File: src/rtl/spi_pkg.sv
// Shared definitions for the SPI control unit and the RAM arbiter:
// port IDs, SPI opcodes and the registered memory command bundle.
package spi_pkg;

  localparam logic PORT_SPI  = 1'b0;
  localparam logic PORT_HOST = 1'b1;

  localparam logic [7:0] CMD_WRITE = 8'h02;
  localparam logic [7:0] CMD_READ  = 8'h03;

  // Command bundle is sized for the register RAM; the arbiter casts to its port widths.
  localparam int CMD_ADDR_W = 8;
  localparam int CMD_DATA_W = 8;

  typedef struct packed {
    logic                  we;
    logic [CMD_ADDR_W-1:0] addr;
    logic [CMD_DATA_W-1:0] wdata;
  } mem_cmd_t;

endpackage

File: src/rtl/rr_arb2.sv
// Two-requester grant logic: a single eligible port always wins; a tie goes
// to SPI in priority mode, otherwise to the port that was not granted last.
module rr_arb2
  import spi_pkg::*;
(
  input  logic i_elig_spi,
  input  logic i_elig_host,
  input  logic i_last_grant,
  input  logic i_spi_priority,
  output logic o_gnt_valid,
  output logic o_gnt_id
);

  always_comb begin
    o_gnt_valid = i_elig_spi | i_elig_host;
    o_gnt_id    = PORT_SPI;
    if (i_elig_spi && i_elig_host) begin
      o_gnt_id = i_spi_priority ? PORT_SPI : ~i_last_grant;
    end else if (i_elig_host) begin
      o_gnt_id = PORT_HOST;
    end
  end

endmodule

File: src/rtl/spi_mem_arbiter.sv
// Shares the single-port synchronous-read register RAM between the SPI control
// unit and the host bus; one access per cycle, read data routed back by tag.
module spi_mem_arbiter
  import spi_pkg::*;
#(
  parameter int DATA_WIDTH   = 8,
  parameter int ADDRESS_SIZE = 8,
  parameter int SPI_PRIORITY = 0
) (
  input  logic                    i_clk,
  input  logic                    i_rst,
  input  logic                    i_spi_req,
  input  logic                    i_spi_we,
  input  logic [ADDRESS_SIZE-1:0] i_spi_addr,
  input  logic [DATA_WIDTH-1:0]   i_spi_wdata,
  output logic                    o_spi_ack,
  output logic                    o_spi_rvalid,
  output logic [DATA_WIDTH-1:0]   o_spi_rdata,
  input  logic                    i_host_req,
  input  logic                    i_host_we,
  input  logic [ADDRESS_SIZE-1:0] i_host_addr,
  input  logic [DATA_WIDTH-1:0]   i_host_wdata,
  output logic                    o_host_ack,
  output logic                    o_host_rvalid,
  output logic [DATA_WIDTH-1:0]   o_host_rdata,
  output logic                    o_mem_en,
  output logic                    o_mem_we,
  output logic [ADDRESS_SIZE-1:0] o_mem_addr,
  output logic [DATA_WIDTH-1:0]   o_mem_wdata,
  input  logic [DATA_WIDTH-1:0]   i_mem_rdata,
  output logic [15:0]             o_conflict_cnt
);

  // Handshake: a port is eligible while req=1 and its ack=0; ack is a one-cycle
  // pulse meaning the command was issued, so a req still high during the ack
  // cycle is ignored and the requester may present its next command right after.
  logic     spi_elig, host_elig;
  logic     gnt_valid, gnt_id;
  logic     last_grant;
  mem_cmd_t gnt_cmd, cmd_q;
  logic     t1_valid, t1_port, t2_valid, t2_port;

  assign spi_elig  = i_spi_req & ~o_spi_ack;
  assign host_elig = i_host_req & ~o_host_ack;

  rr_arb2 u_arb (
    .i_elig_spi     (spi_elig),
    .i_elig_host    (host_elig),
    .i_last_grant   (last_grant),
    .i_spi_priority (SPI_PRIORITY != 0),
    .o_gnt_valid    (gnt_valid),
    .o_gnt_id       (gnt_id)
  );

  always_comb begin
    gnt_cmd.we    = i_spi_we;
    gnt_cmd.addr  = CMD_ADDR_W'(i_spi_addr);
    gnt_cmd.wdata = CMD_DATA_W'(i_spi_wdata);
    if (gnt_id == PORT_HOST) begin
      gnt_cmd.we    = i_host_we;
      gnt_cmd.addr  = CMD_ADDR_W'(i_host_addr);
      gnt_cmd.wdata = CMD_DATA_W'(i_host_wdata);
    end
  end

  always_ff @(posedge i_clk) begin
    if (i_rst) begin
      o_mem_en       <= 1'b0;
      o_spi_ack      <= 1'b0;
      o_host_ack     <= 1'b0;
      cmd_q          <= '0;
      last_grant     <= PORT_HOST;
      t1_valid       <= 1'b0;
      t1_port        <= PORT_SPI;
      t2_valid       <= 1'b0;
      t2_port        <= PORT_SPI;
      o_spi_rvalid   <= 1'b0;
      o_host_rvalid  <= 1'b0;
      o_spi_rdata    <= '0;
      o_host_rdata   <= '0;
      o_conflict_cnt <= '0;
    end else begin
      o_mem_en   <= gnt_valid;
      o_spi_ack  <= gnt_valid && (gnt_id == PORT_SPI);
      o_host_ack <= gnt_valid && (gnt_id == PORT_HOST);
      if (gnt_valid) begin
        cmd_q      <= gnt_cmd;
        last_grant <= gnt_id;
      end
      // Tags follow reads through the RAM's one-cycle read latency.
      t1_valid      <= gnt_valid && !gnt_cmd.we;
      t1_port       <= gnt_id;
      t2_valid      <= t1_valid;
      t2_port       <= t1_port;
      o_spi_rvalid  <= t2_valid && (t2_port == PORT_SPI);
      o_host_rvalid <= t2_valid && (t2_port == PORT_HOST);
      if (t2_valid && (t2_port == PORT_SPI)) o_spi_rdata <= i_mem_rdata;
      if (t2_valid && (t2_port == PORT_HOST)) o_host_rdata <= i_mem_rdata;
      if (spi_elig && host_elig && (o_conflict_cnt != 16'hFFFF)) begin
        o_conflict_cnt <= o_conflict_cnt + 16'd1;
      end
    end
  end

  assign o_mem_we    = cmd_q.we;
  assign o_mem_addr  = ADDRESS_SIZE'(cmd_q.addr);
  assign o_mem_wdata = DATA_WIDTH'(cmd_q.wdata);

endmodule

File: config.mk
export PLATFORM = sky130hd
export DESIGN_NAME = spi_mem_arbiter
export DESIGN_NICKNAME = d
export VERILOG_FILES = /design/src/rtl/spi_pkg.sv /design/src/rtl/rr_arb2.sv /design/src/rtl/spi_mem_arbiter.sv
export SDC_FILE = /design/constraint.sdc
export NUM_CORES = 1
export LEC_CHECK = 0
export BUFFER_PORTS_ARGS = -buffer_cell sky130_fd_sc_hd__clkbuf_2
export CORE_AREA = 3 3 63 109
export DETAILED_ROUTE_END_ITERATION = 8
export DIE_AREA = 0 0 66 112
export PLACE_DENSITY = 0.7
export SLEW_MARGIN = 20
export SYNTH_ARGS = -nofsm -noshare
export SYNTH_HDL_FRONTEND = slang
export SYNTH_SLANG_ARGS = --single-unit
File: constraint.sdc
create_clock -name i_clk -period 3.25 [get_ports i_clk]
set_input_delay 0 -clock i_clk [delete_from_list [all_inputs] [get_ports i_clk]]
set_output_delay 0 -clock i_clk [all_outputs]
set_load 0.02 [all_outputs]
==> summary.md <==
| Metric | Value |
|---|---|
| HP Class | in2reg |
| Resized Gates After CTS | 0 |
| WL final | 6680 um |
| Final hold viol count | 0 |
| First-pass GRT wire length | 11,000 um |
| Post-CTS Setup Repair Bufs | 0 |
| # diodes | 0 |
| Hold buffer count at cts | 36 |
| #FFs+latches synth | 59 |
| Maxcap violations | 0 |
| Period minus WS final | 2550 ps |
| Cells after Synth | 277 |
| Filler cells | 549 |
| Post-synth top area share | 48.8% |
| Worst slew pin tran | 868 ps |
| Root buffer cell | clkbuf_8 |
| Post-Route Utilization | 57.6% |
| Detail Route Antenna Nets | 0 |
| Hold Slack | 5.33 ps |
| Fraction of the yosys area taken by sequential cells | 48.8% |
| Layout cells sized above 1 | 29.6% |
| Critical path class | reg2reg |
| Cell area after layout | 3540 um^2 |
| PD cells | 469 nW/um^2 |
| Total track usage | 19.1% |
| Hold depth | 3 |
| Die width | 66 um |
| Placed Instance Area | 2990 um^2 |
| Max-slew headroom | 42.1% |
| Starting Density | 39.5% |
| Chip height | 112 um |
| Max VDD drop | 0.303 mV |
| Fmax | 393 MHz |
| Yosys cell types | 31 |
| Post-route setup TNS | 0 ps |
| Antenna violations before repair | 0 |
| Clock slew at reported path FFs | 60 ps |
| Via count | 2,576 |
| Reg2Reg Depth | 6 |
| Setup Skew | 7.84 ps |
| RSZ-0062 raised after global routing | false |
| Post-Syn Area | 2420 um^2 |
| # setup viols final | 0 |
| DRT iter0 DRCs | 187 |
| Vias in the first global route | 2,540 |
| CP Capture Type | flip-flop |
| Worst-path maximum fanout | 14 |
| Synth area leader | dfxtp_1 |
| Final worst path period share | 78.4% |
| DPL Wire Length | 4400 um |
| CTS tree | done |
| Pre-antenna DRT Iters | 4 |
| Routability cong. | 0.811 |
| Top post-synthesis cells by area | dfxtp_1 49%, mux2i_1 7.0%, a21oi_1 6.6%, a211oi_1 5.3%, nand2_1 5.3% |
| Core area | 6130 um^2 |
| Startpoint Class | flip-flop |
| Arr. time, crit path | 2740 ps |
| Syn_area_per_cell | 8.74 um^2 |
| Leakage | 0.00153 uW |
| Syn Nets | 324 |
| Clock Path Buffers | 2 |
| H-Tree Depth | 3 |
| Die area | 7390 um^2 |
| Rows | 38 |
| Nets | 456 |
| Area Growth Syn to Fin | 46.0% |
| Worst-Skew Late Latency | 340 ps |
| Largest net degree at the start of global routing | 36 |
| Status | complete, no violations |
| Final Total Pwr | 1660 uW |
| YS warnings | 0 |
| # port buffers | 99 |
| Data required time of the worst path | 3440 ps |
| Drt via density | 5.24 |
| I/O pins | 100 |
| Slew Limit Fails | 0 |
| GR Overflow Total | 0 |
| WL/cell | 13.6 um |
| Num CTS Buffers | 9 |
| Remaining DRCs | 0 |
| Clk sink count | 59 |
cell usage in the layout (no fill, tap or decap), types with 2 or more instances in the layout:
cell           netlist  routed
clkbuf_2             0      99
dfxtp_1             59      59
dlygate4sd3_1        0      36
nand2_1             34      33
a21oi_1             32      32
nor2_1              25      25
mux2i_1             17      17
a211oi_1            17      17
nand3_1             14      14
clkbuf_8             0      10
or4_1                9       9
o31ai_1              7       7
nand4_1              6       6
o21ai_0              5       5
nor3_1               5       5
nor4_1               4       4
nand2b_1             3       3
inv_1                3       3
nor2b_1              3       3
buf_4                0       3
or2_2                2       2
or3_1                2       2
and2_1               2       2
o41ai_1              2       2
clkinv_2             0       2
worst max-delay path: stages, from the launching register on:
cell and delay (ps):
dfxtp_1 330, nand2b_1 210, o21bai_2 700, buf_4 310
mux2i_1 200, dlygate4sd3_1 570, a211oi_1 70
report_power, final:
group | switching (uW) | internal [uW]
logic | 131 | 119
clock network | 265 | 364
registers | 20.8 | 758
total | 417 | 1240
stage by stage:
| stage | setup WS [ps] | std cells |
|---|---|---|
| floorplan | 1300 | 277 |
| global placement | 1070 | 441 |
| detailed placement | 1010 | 442 |
| CTS | 702 | 492 |
| global route | 551 | 492 |
| finish | 703 | 492 |
state kept, by name, indices dropped and copies added (netlist names), 8 cells and up:
signal          cells
o_conflict_cnt     16
o_mem_addr          8
o_mem_wdata         8
o_host_rdata        8
o_spi_rdata         8
worst paths after layout:
| kind | from | slack [ps] | end |
|---|---|---|---|
| min | i_host_we | 5 | t1_valid |
| min reg2reg | t1_port | 440 | t2_port |
| max reg2reg | o_spi_ack | 700 | o_mem_wdata[2] |
| max | o_spi_ack | 700 | o_mem_wdata[2] |
cell type report:
| class | count | area [um^2] | share of cell area [%] |
|---|---|---|---|
| Sequential cell | 59 | 1180 | 33.4 |
| Clock inverter | 3 | 40.0 | 1.13 |
| Inverter | 3 | 11.3 | 0.318 |
| Clock buffer | 11 | 141 | 4.00 |
| Multi-Input combinational cell | 197 | 1160 | 32.9 |
| Tap cell | 80 | 100 | 2.83 |
| Timing Repair Buffer | 139 | 898 | 25.4 |
layer usage:
metal  wire length, um  vias to the layer above  share of wire [%]  global-route usage (%)
met3               398                       15                6.0                    3.53
met5                 0                        -                  0                       0
met2              3560                      108                 53                    33.8
met4               168                        0                2.5                    13.0
met1              2540                     1177                 38                    19.5
li1                  -                     1276                  -                       -
cells in the mapped netlist:
| cell | n |
|---|---|
| a211oi_1 | 17 |
| a21oi_1 | 32 |
| a41oi_1 | 1 |
| and2_1 | 2 |
| and4bb_2 | 1 |
| buf_1 | 3 |
| buf_2 | 3 |
| clkbuf_1 | 12 |
| dfxtp_1 | 59 |
| ha_1 | 1 |
| inv_1 | 3 |
| mux2i_1 | 17 |
| nand2_1 | 34 |
| nand2b_1 | 3 |
| nand3_1 | 14 |
| nand4_1 | 6 |
| nand4b_1 | 1 |
| nand4bb_1 | 1 |
| nor2_1 | 25 |
| nor2b_1 | 3 |
| nor3_1 | 5 |
| nor4_1 | 4 |
| o21ai_0 | 5 |
| o21bai_1 | 1 |
| o31ai_1 | 7 |
| o41ai_1 | 2 |
| or2_2 | 2 |
| or3_1 | 2 |
| or4_1 | 9 |
| or4_4 | 1 |
| or4b_1 | 1 |
cells by family (layout without fill, tap and decap cells):
logic type / after synthesis / after routing / share of synthesized area, %
AND/OR/NAND/NOR: 114 / 114 / 23.8
AO/OA/AOI/OAI: 65 / 65 / 16.5
buffers and inverters: 21 / 156 / 3.41
flip-flops: 59 / 59 / 48.8
multiplexers: 17 / 17 / 7.03
adder cells (fa/ha/maj): 1 / 1 / 0.517
Power figures use the tool's default switching activity.
